===== src/rtl/trap_ctrl.sv =====
// ---------------------------------------------------------------------------
// trap_ctrl -- machine-mode trap / mret sequencer for the writeback stage.
//
// Each cycle in IDLE it looks at the writeback instruction and decides one
// of three outcomes:
//   * trap   : an interrupt or exception is present. Strobes the CSR file
//              with the cause and the faulting PC, then redirects fetch to
//              trap_vector.
//   * mret   : mret with no trap pending. Retires it, strobes the CSR file
//              and redirects fetch to mret_vector.
//   * retire : any other valid instruction simply retires.
// After a redirect the pipeline is flushed until fetch accepts the new PC.
// The flush then continues for FLUSH_CYCLES more cycles before the block
// returns to IDLE.
//
// Parameters
//   FLUSH_CYCLES   cycles of flush after the redirect handshake (1..15)
// Optional feature macro
//   TRAP_CTRL_IRQ_EN  defined: eip/tip/sip can cause traps.
//                     undefined: interrupts are ignored and interupt is 0.
//
// Ports
//   clk, reset        clock and synchronous active-high reset
//   wb_valid/pc/exc/mret  writeback instruction status
//   wb_ready          writeback may complete (block is IDLE)
//   eip, tip, sip     enabled interrupt pending bits from the CSR file
//   trap_vector       handler address; mret_vector = mepc
//   traped, mret, retired  one-cycle strobes to the CSR file
//   ecp, trap_cause, interupt  mepc / mcause data for a trap
//   redirect_valid/pc/ready    fetch redirect handshake
//   flush             squash younger in-flight instructions
// ---------------------------------------------------------------------------
module trap_ctrl #(
  parameter int unsigned FLUSH_CYCLES = 2
) (
  input  logic        clk,
  input  logic        reset,
  input  logic        wb_valid,
  input  logic [31:0] wb_pc,
  input  logic [5:0]  wb_exc,
  input  logic        wb_mret,
  output logic        wb_ready,
  input  logic        eip,
  input  logic        tip,
  input  logic        sip,
  input  logic [31:0] trap_vector,
  input  logic [31:0] mret_vector,
  output logic        traped,
  output logic        mret,
  output logic        retired,
  output logic [31:0] ecp,
  output logic [3:0]  trap_cause,
  output logic        interupt,
  output logic        redirect_valid,
  output logic [31:0] redirect_pc,
  input  logic        redirect_ready,
  output logic        flush
);

  localparam logic [3:0] FLUSH_INIT = 4'(FLUSH_CYCLES);

  typedef enum logic [1:0] {
    S_IDLE     = 2'd0,
    S_REDIRECT = 2'd1,
    S_DRAIN    = 2'd2
  } state_t;

  state_t      r_state, w_state_nxt;
  logic [3:0]  r_drain, w_drain_nxt;
  logic [31:0] r_redirect_pc, w_redirect_pc_nxt;

  logic        w_irq;
  logic [3:0]  w_irq_cause;
  logic        w_exc;
  logic [3:0]  w_exc_cause;

  logic        w_traped;
  logic        w_mret;
  logic        w_retired;
  logic [31:0] w_ecp;
  logic [3:0]  w_trap_cause;
  logic        w_interupt;

  // -------------------------------------------------------------------------
  // Interrupt qualification. The CSR file already masks with mie/mstatus,
  // so any asserted bit here is a request to take the interrupt.
  // -------------------------------------------------------------------------
`ifdef TRAP_CTRL_IRQ_EN
  assign w_irq       = eip | tip | sip;
  // external > software > timer
  assign w_irq_cause = eip ? 4'd11 : (sip ? 4'd3 : 4'd7);
`else
  logic w_unused_irq;
  assign w_unused_irq = eip ^ tip ^ sip;
  assign w_irq        = 1'b0;
  assign w_irq_cause  = 4'd0;
`endif

  // -------------------------------------------------------------------------
  // Exception cause: the lowest set flag wins.
  // -------------------------------------------------------------------------
  assign w_exc = |wb_exc;

  always_comb begin
    w_exc_cause = 4'd0;
    if      (wb_exc[0]) w_exc_cause = 4'd0;   // fetch misaligned
    else if (wb_exc[1]) w_exc_cause = 4'd2;   // illegal instruction
    else if (wb_exc[2]) w_exc_cause = 4'd3;   // breakpoint
    else if (wb_exc[3]) w_exc_cause = 4'd11;  // ecall from M
    else if (wb_exc[4]) w_exc_cause = 4'd4;   // load misaligned
    else if (wb_exc[5]) w_exc_cause = 4'd6;   // store misaligned
  end

  // -------------------------------------------------------------------------
  // Next state and event strobes
  // -------------------------------------------------------------------------
  always_comb begin
    w_state_nxt       = r_state;
    w_drain_nxt       = r_drain;
    w_redirect_pc_nxt = r_redirect_pc;
    w_traped          = 1'b0;
    w_mret            = 1'b0;
    w_retired         = 1'b0;
    w_ecp             = 32'd0;
    w_trap_cause      = 4'd0;
    w_interupt        = 1'b0;

    case (r_state)
      S_IDLE: begin
        // Reset masks the event so no strobe leaks out of a reset cycle.
        if (wb_valid && !reset) begin
          if (w_irq || w_exc) begin
            w_traped          = 1'b1;
            w_ecp             = wb_pc;
            w_interupt        = w_irq;
            w_trap_cause      = w_irq ? w_irq_cause : w_exc_cause;
            w_redirect_pc_nxt = trap_vector;
            w_state_nxt       = S_REDIRECT;
          end else begin
            w_retired = 1'b1;
            if (wb_mret) begin
              w_mret            = 1'b1;
              w_redirect_pc_nxt = mret_vector;
              w_state_nxt       = S_REDIRECT;
            end
          end
        end
      end

      S_REDIRECT: begin
        // redirect_pc is only reloaded from IDLE, so it is stable here.
        if (redirect_ready) begin
          w_drain_nxt = FLUSH_INIT;
          w_state_nxt = S_DRAIN;
        end
      end

      S_DRAIN: begin
        // The counter holds the DRAIN cycles still to go, this one included.
        if (r_drain <= 4'd1) begin
          w_drain_nxt = 4'd0;
          w_state_nxt = S_IDLE;
        end else begin
          w_drain_nxt = r_drain - 4'd1;
        end
      end

      default: begin
        w_drain_nxt = 4'd0;
        w_state_nxt = S_IDLE;
      end
    endcase
  end

  always_ff @(posedge clk) begin
    if (reset) begin
      r_state       <= S_IDLE;
      r_drain       <= 4'd0;
      r_redirect_pc <= 32'd0;
    end else begin
      r_state       <= w_state_nxt;
      r_drain       <= w_drain_nxt;
      r_redirect_pc <= w_redirect_pc_nxt;
    end
  end

  // -------------------------------------------------------------------------
  // Outputs
  // -------------------------------------------------------------------------
  assign wb_ready       = (r_state == S_IDLE);
  assign flush          = (r_state != S_IDLE);
  assign redirect_valid = (r_state == S_REDIRECT);
  assign redirect_pc    = r_redirect_pc;

  assign traped     = w_traped;
  assign mret       = w_mret;
  assign retired    = w_retired;
  assign ecp        = w_ecp;
  assign trap_cause = w_trap_cause;
  assign interupt   = w_interupt;

endmodule


===== config.mk =====
export PLATFORM = sky130hd
export DESIGN_NAME = trap_ctrl
export DESIGN_NICKNAME = d
export VERILOG_FILES = /design/src/rtl/trap_ctrl.sv
export SDC_FILE = /design/constraint.sdc
export NUM_CORES = 1
export LEC_CHECK = 0
export CAP_MARGIN = 20
export CORE_MARGIN = 2
export CORE_UTILIZATION = 34
export CTS_CLUSTER_SIZE = 24
export DETAILED_ROUTE_END_ITERATION = 10
export HOLD_SLACK_MARGIN = 0.06
export PLACE_DENSITY = 0.88
export SYNTH_ARGS = -nofsm -noshare
export SYNTH_HDL_FRONTEND = slang
export SYNTH_SLANG_ARGS = --single-unit

===== constraint.sdc =====
create_clock -name clk -period 3 [get_ports clk]
set_input_delay 0.45 -clock clk [delete_from_list [all_inputs] [get_ports clk]]
set_output_delay 0.45 -clock clk [all_outputs]
set_load 0.05 [all_outputs]

==> metrics.yaml, run 1 <==
routed_wirelength_mm: 7.79
final-max-slew-violation-count: 0
syn_area_mm2: 0.00212
ff_latch_area_um2: 761
cts-root-buf: "sky130_fd_sc_hd__clkbuf_8"
slew_headroom_pct: 61.1
tritoncts.num_buffers: 5
power.density_mw_per_mm2: 435
synth-edff-count: 0
setup_viol: 0
drt_pre_antenna_iters: 5
area_delta_synth_final_pct: 93.6
synth.lib_cells_used.distinct: 36
dominantRegCellSynth: "sky130_fd_sc_hd__dfxtp_1"
antenna_violations_before_repair: 0
layout_commonest_cell: "sky130_fd_sc_hd__clkdlybuf4s50_1"
design_power_total_mw: 1.78
critical_path.endpoint_type: "output port"
drive_above_1_share_pct: 14.7
drtIter0Drc: 93
detail_route.wl_per_cell_um: 14.5
post-route-drc-count: 0
power.clock.fraction_pct: 24.6
die-area_mm2: 0.00687
fin_crit_sh_pct: 91.1
cts_tree: "done"
grt_pass1_vias: 2533
io_pins: 185
clock_sink_count: 38
cell_internal_pwr_mw: 1.13
final_nets: 579
global_route_wire_length_before_repair_mm: 12.2
ys_async_sr_fraction_pct: 0
synth-warning-count: 0
nFillCells: 513
final_cell_area_mm2: 0.00410
grt-ovfl-total: 0
final.setup.worst_slack_ns: 0.266
core.rowCount: 28
power.share.switching_pct: 36.4
clk-insertion-delay-late_ns: 0.28
cts.path.max_buffers: 2
postCtsResizedCells: 0
max_freq_ghz: 0.366
worst_hold_slack_ns: 0.488
most-common-layout-cells: "sky130_fd_sc_hd__clkdlybuf4s50_1, sky130_fd_sc_hd__nand2_1, sky130_fd_sc_hd__buf_4"
post_place_cell_area_mm2: 0.00398
cp.required_ns: 2.55
worstPathArrival_ns: 2.28
maxCapViolCount: 0
critPathMaxFanout: 7
layout_min_cycle_time_ns: 2.73
final_cells: 538
setup_total_negative_slack_ns: 0
antenna_diode_count: 0
syn-instance-count: 284
place_worst_setup_slack_ns: 0.115
worst_tran_pin_value_ns: 0.582
track_usage_pct: 21.4
startpoint_type: "input port"
htreeDepth: 2
power_switching_mw: 0.649
rsz0062_at_grt: "false"
hold_viol: 0
core_area_mm2: 0.00596
detailedPlacementHpwl_mm: 6.18
number_of_hold_buffers_added_after_cts: 0
worst_ir_drop_vdd_mv: 0.314
hp-class: "reg -> reg"
multi_input_comb_area_mm2: 0.00123
finalWeightedCongestion: 0.861
portBuffers: 180
post_synth.cell_area_avg_um2: 7.45
route.detailed.vias_per_inst: 4.91
layout.core_utilization_pct: 68.8
synth_nets: 400
static-leakage-power_nw: 1.67
crit_type: "in -> out"
ys_top_cells_by_area: "sky130_fd_sc_hd__dfxtp_1, sky130_fd_sc_hd__nand2_1, sky130_fd_sc_hd__a31oi_1"
clock_skew_ns: 0.00568
fp.dieH_um: 82.9
postCtsSetupBuffers: 0
grt_start_max_net_pins: 66
post_synth_top_area_cell: "sky130_fd_sc_hd__dfxtp_1"
clkSlewWorstSetupHoldPaths_ns: 0.08
yosysTopAreaCellShare_pct: 36.0
power_frac_comb_pct: 43.1
route.antenna.remaining_nets: 0
initial_utilization_pct: 35.5
dp.cells: 531
outcome: "completed"
fp.dieW_um: 82.9
yosys_register_bits: 38
via_count_of_the_routed_design: 2640
sequentialPowerShare_pct: 32.3
ys_seq_area_share_pct: 36.0
==> critical path, stage by stage <==
cell	delay, ns
sky130_fd_sc_hd__clkdlybuf4s50_1	0.44
sky130_fd_sc_hd__buf_4	0.16
sky130_fd_sc_hd__nor3_1	0.39
sky130_fd_sc_hd__nand2_1	0.30
sky130_fd_sc_hd__nor3_1	0.24
sky130_fd_sc_hd__buf_4	0.16
sky130_fd_sc_hd__buf_12	0.13
==> area by class of cell <==
type	instances	area share, %
repair buffers	193	45.6
multi-input cells	216	30.0
flip-flops and latches	38	18.6
well taps	75	2.29
clock buffers	6	2.02
inverters	9	0.825
clock inverters	1	0.733
==> power groups by stage <==
stage                     clock [mW]  sequential [mW]  combinational [mW]
after floorplan                    0            0.730               0.294
after global placement             0            0.584               0.752
after detailed placement           0            0.586               0.766
after CTS                      0.459            0.575               0.768
after global routing           0.473            0.580               0.808
final                          0.438            0.575               0.767
==> logic make-up after synthesis <==
kind of cell / share of synthesized area [%]
muxes: 0.473
adders and majority gates: 3.55
AOI/OAI and AO/OA: 22.5
buffers and inverters: 6.80
other: 0.177
DFF: 36.0
and+or+nand+nor: 30.5
==> path summary, 6_finish.rpt <==
check | start | to | slack (ns) | cells past startpoint
max | wb_exc[0] | mret | 0.27 | 7
min | r_state[1]$_SDFFE_PP0P_ | r_state[1]$_SDFFE_PP0P_ | 0.49 | 2
max reg2reg | r_state[1]$_SDFFE_PP0P_ | redirect_pc[29]$_SDFFE_PP0P_ | 0.88 | 8
min reg2reg | r_state[1]$_SDFFE_PP0P_ | r_state[1]$_SDFFE_PP0P_ | 0.49 | 2
==> cells in the mapped netlist (2+ instances only) <==
cell,instances
sky130_fd_sc_hd__a31oi_1,32
sky130_fd_sc_hd__o21ai_0,29
sky130_fd_sc_hd__clkbuf_1,8
sky130_fd_sc_hd__nor3_1,5
sky130_fd_sc_hd__buf_4,6
sky130_fd_sc_hd__ha_1,6
sky130_fd_sc_hd__o21ai_1,4
sky130_fd_sc_hd__or3_1,3
sky130_fd_sc_hd__inv_1,9
sky130_fd_sc_hd__and2_1,32
sky130_fd_sc_hd__buf_2,7
sky130_fd_sc_hd__nor2_1,9
sky130_fd_sc_hd__nand3_1,3
sky130_fd_sc_hd__nand2_1,69
sky130_fd_sc_hd__a21oi_1,3
sky130_fd_sc_hd__o311ai_2,2
sky130_fd_sc_hd__dfxtp_1,38
==> per-layer routing <==
metal  global-route usage [%]  share of wire (%)  vias up
li1                         -                  -     1329
met1                     26.1                 42     1194
met2                     36.6                 50      107
met3                     6.96                7.2       10
met4                     5.22                1.6        0
met5                        0                  0        -
==> sequential cells by signal, indices dropped and copies added (netlist names) <==
name         count
r_drain          4
redirect_pc     32
r_state          2
(Power assumes the default switching activity.)
==> run 2: changes to the inputs <==
--- a/config.mk
+++ b/config.mk
@@ -12,6 +12,8 @@
 export DETAILED_ROUTE_END_ITERATION = 10
 export HOLD_SLACK_MARGIN = 0.06
 export PLACE_DENSITY = 0.88
+export SLEW_MARGIN = 20
 export SYNTH_ARGS = -nofsm -noshare
 export SYNTH_HDL_FRONTEND = slang
 export SYNTH_SLANG_ARGS = --single-unit
+export TNS_END_PERCENT = 5
==> run 2 against run 1 <==
Net effect: clock-buffer cell count is the same; utilization shrank 0.19 points; flip-flop and latch count did not move; first-iteration DRC count up 33%; register-to-register slack better by 0.03 ns; via count rose by 0.19%; critical endpoint is now ecp[14]; wire length is essentially flat; maximum frequency down 1.3%; setup slack worse by 0.035 ns; die area unchanged; sequential share of layout area grew 0.051 points; clock skew decreased by 0.0017 ns.
==> metrics.yaml, run 2 (same netlist as run 1, synthesis figures left out) <==
core_area_mm2: 0.00596  # unchanged
portBuffers: 180  # unchanged
most-common-layout-cells: "sky130_fd_sc_hd__clkdlybuf4s50_1, sky130_fd_sc_hd__nand2_1, sky130_fd_sc_hd__buf_4"
postCtsSetupBuffers: 0  # unchanged
critPathMaxFanout: 33  # +26
critical_path.endpoint_type: "output port"
htreeDepth: 2  # unchanged
tritoncts.num_buffers: 5  # unchanged
largest_register_ffs: 32  # unchanged
cell_at_the_slowest_stage_of_the_critical_path: "sky130_fd_sc_hd__nor2_2"
routed_wirelength_mm: 7.79  # about the same
postCtsResizedCells: 0  # unchanged
cts-root-buf: "sky130_fd_sc_hd__clkbuf_8"
slew_headroom_pct: 42.2  # -19 points
worst_ir_drop_vdd_mv: 0.286  # -9.1%
worstPathArrival_ns: 2.32  # +0.04 ns
detailedPlacementHpwl_mm: 6.11  # -1.3%
rsz0062_at_grt: "false"
die-area_mm2: 0.00687  # unchanged
setup_total_negative_slack_ns: 0  # unchanged
power.density_mw_per_mm2: 438  # +0.71%
number_of_hold_buffers_added_after_cts: 0  # unchanged
hold_path.startpoint: "r_state[1]$_SDFFE_PP0P_"
final_cell_area_mm2: 0.00409  # -0.27%
cts_tree: "done"
via_count_of_the_routed_design: 2645  # +0.19%
route.antenna.remaining_nets: 0  # unchanged
static-leakage-power_nw: 1.66  # -0.37%
startpoint_type: "input port"
cts.path.max_buffers: 2  # unchanged
post_place_cell_area_mm2: 0.00397  # -0.22%
io_pins: 185  # unchanged
core.rowCount: 28  # unchanged
timing.hold.worst_endpoint: "r_state[1]$_SDFFE_PP0P_"
hp-class: "reg -> reg"
antenna_diode_count: 0  # unchanged
initial_utilization_pct: 35.5  # unchanged
clock_sink_count: 38  # unchanged
track_usage_pct: 21.7  # +0.28 points
clk-insertion-delay-late_ns: 0.28  # about the same
worstReg2RegStart: "r_state[1]$_SDFFE_PP0P_"
setup_viol: 0  # unchanged
timing.hold.worst_path_depth: 2  # unchanged
cp.required_ns: 2.55  # about the same
worstRegToRegCells: 8  # unchanged
post-route-drc-count: 0  # unchanged
rrSetupSlack_ns: 0.91  # +0.03 ns
final_nets: 578  # -0.17%
grt_start_max_net_pins: 66  # unchanged
drtIter0Drc: 124  # +33%
detail_route.wl_per_cell_um: 14.5  # +0.20%
crit_chain: "clkdlybuf4s50_1, or3_1, nor2_4, nor2_2, and2_1, buf_4"
maxCapViolCount: 0  # unchanged
drt_pre_antenna_iters: 4  # -1
antenna_violations_before_repair: 0  # unchanged
critical_path.top_delay_family: "simple AND/OR/NAND/NOR gates"
final-max-slew-violation-count: 0  # unchanged
grt_pass1_vias: 2553  # +0.79%
clock_skew_ns: 0.00402  # -0.00166 ns
layout_commonest_cell: "sky130_fd_sc_hd__clkdlybuf4s50_1"
drive_above_1_share_pct: 14.5  # -0.18 points
worst_tran_pin_value_ns: 0.866  # +0.284 ns
cp_slowest_stage_delay_ns: 0.68  # +0.24 ns
clkSlewWorstSetupHoldPaths_ns: 0.08  # about the same
layout_min_cycle_time_ns: 2.77  # +0.0351 ns
hold_viol: 0  # unchanged
fp.dieW_um: 82.9  # unchanged
fin_crit_sh_pct: 92.3  # +1.2 points
max_freq_ghz: 0.361  # -1.3%
nFillCells: 495  # -3.5%
cp_num_buf_inv: 2  # -2
grt-ovfl-total: 0  # unchanged
global_route_wire_length_before_repair_mm: 12.3  # +0.79%
route.detailed.vias_per_inst: 4.93  # +0.38%
source_of_the_critical_timing_path: "wb_exc[4]"
crit_type: "in -> out"
fp.dieH_um: 82.9  # unchanged
area_delta_synth_final_pct: 93.1
outcome: "completed"
finalWeightedCongestion: 0.861  # unchanged
rr_endpoint: "redirect_pc[17]$_SDFFE_PP0P_"
==> run 2: changes by cell type in the layout (fill, tap and decap cells not counted) <==
cell                    previous run  this run
sky130_fd_sc_hd__buf_6             1         0
==> run 2: worst max path at each step <==
| stage | endpoint | slack [ns] | depth (start not counted) |
|---|---|---|---|
| floorplan | trap_cause[1] | 0.31 | 4 |
| finish | ecp[14] | 0.23 | 6 |
| detailed placement | ecp[14] | 0.23 | 6 |
| CTS | ecp[14] | 0.24 | 6 |
| global placement | ecp[14] | -0.07 | 6 |
| global route | ecp[25] | 0.08 | 6 |
==> run 2: final cells by class <==
class / count / area, um2 / share of cell area [%]
inverters: 9 / 33.8 / 0.827
multi-input cells: 216 / 1230 / 30.0
clock buffers: 6 / 82.6 / 2.02
clock inverters: 1 / 30.0 / 0.735
flip-flops and latches: 38 / 761 / 18.6
repair buffers: 192 / 1860 / 45.5
well taps: 75 / 93.8 / 2.30
==> run 2: worst reg2reg max path, stage by stage (launching register included) <==
cell and delay [ns]:
sky130_fd_sc_hd__dfxtp_1 0.33, sky130_fd_sc_hd__inv_1 0.10, sky130_fd_sc_hd__ha_1 0.33, sky130_fd_sc_hd__nand3b_4 0.11
sky130_fd_sc_hd__buf_4 0.17, sky130_fd_sc_hd__a31oi_4 0.13, sky130_fd_sc_hd__buf_4 0.48, sky130_fd_sc_hd__o21ai_0 0.18
sky130_fd_sc_hd__a31oi_1 0.18
==> run 2: per-stage QoR <==
stage | setup WS, ns | hold WS [ns] | instances | total power, mW | util (%)
global route | 0.0792 | 0.524 | 537 | 1.87 | 68.6
CTS | 0.235 | 0.493 | 537 | 1.80 | 68.6
floorplan | 0.308 | 0.451 | 284 | 1.02 | -
detailed placement | 0.232 | 0.482 | 530 | 1.35 | 66.7
finish | 0.231 | 0.493 | 537 | 1.79 | 68.6
global placement | -0.0733 | 0.464 | 530 | 1.34 | 66.7
==> run 2: metal layers <==
| metal | global-route usage [%] | wire [um] | vias to the layer above |
|---|---|---|---|
| met4 | 4.32 | 57 | 0 |
| met5 | 0 | 0 | - |
| li1 | - | - | 1326 |
| met3 | 6.36 | 572 | 6 |
| met2 | 37.2 | 3940 | 102 |
| met1 | 27.1 | 3220 | 1211 |
==> run 2: where the power goes <==
group          total, mW  leakage [nW]  internal (mW)  switching, mW
Combinational      0.761          1.29          0.311          0.450
Clock              0.451        0.0573          0.266          0.184
Sequential         0.576         0.312          0.551         0.0247
Total               1.79          1.66           1.13          0.659
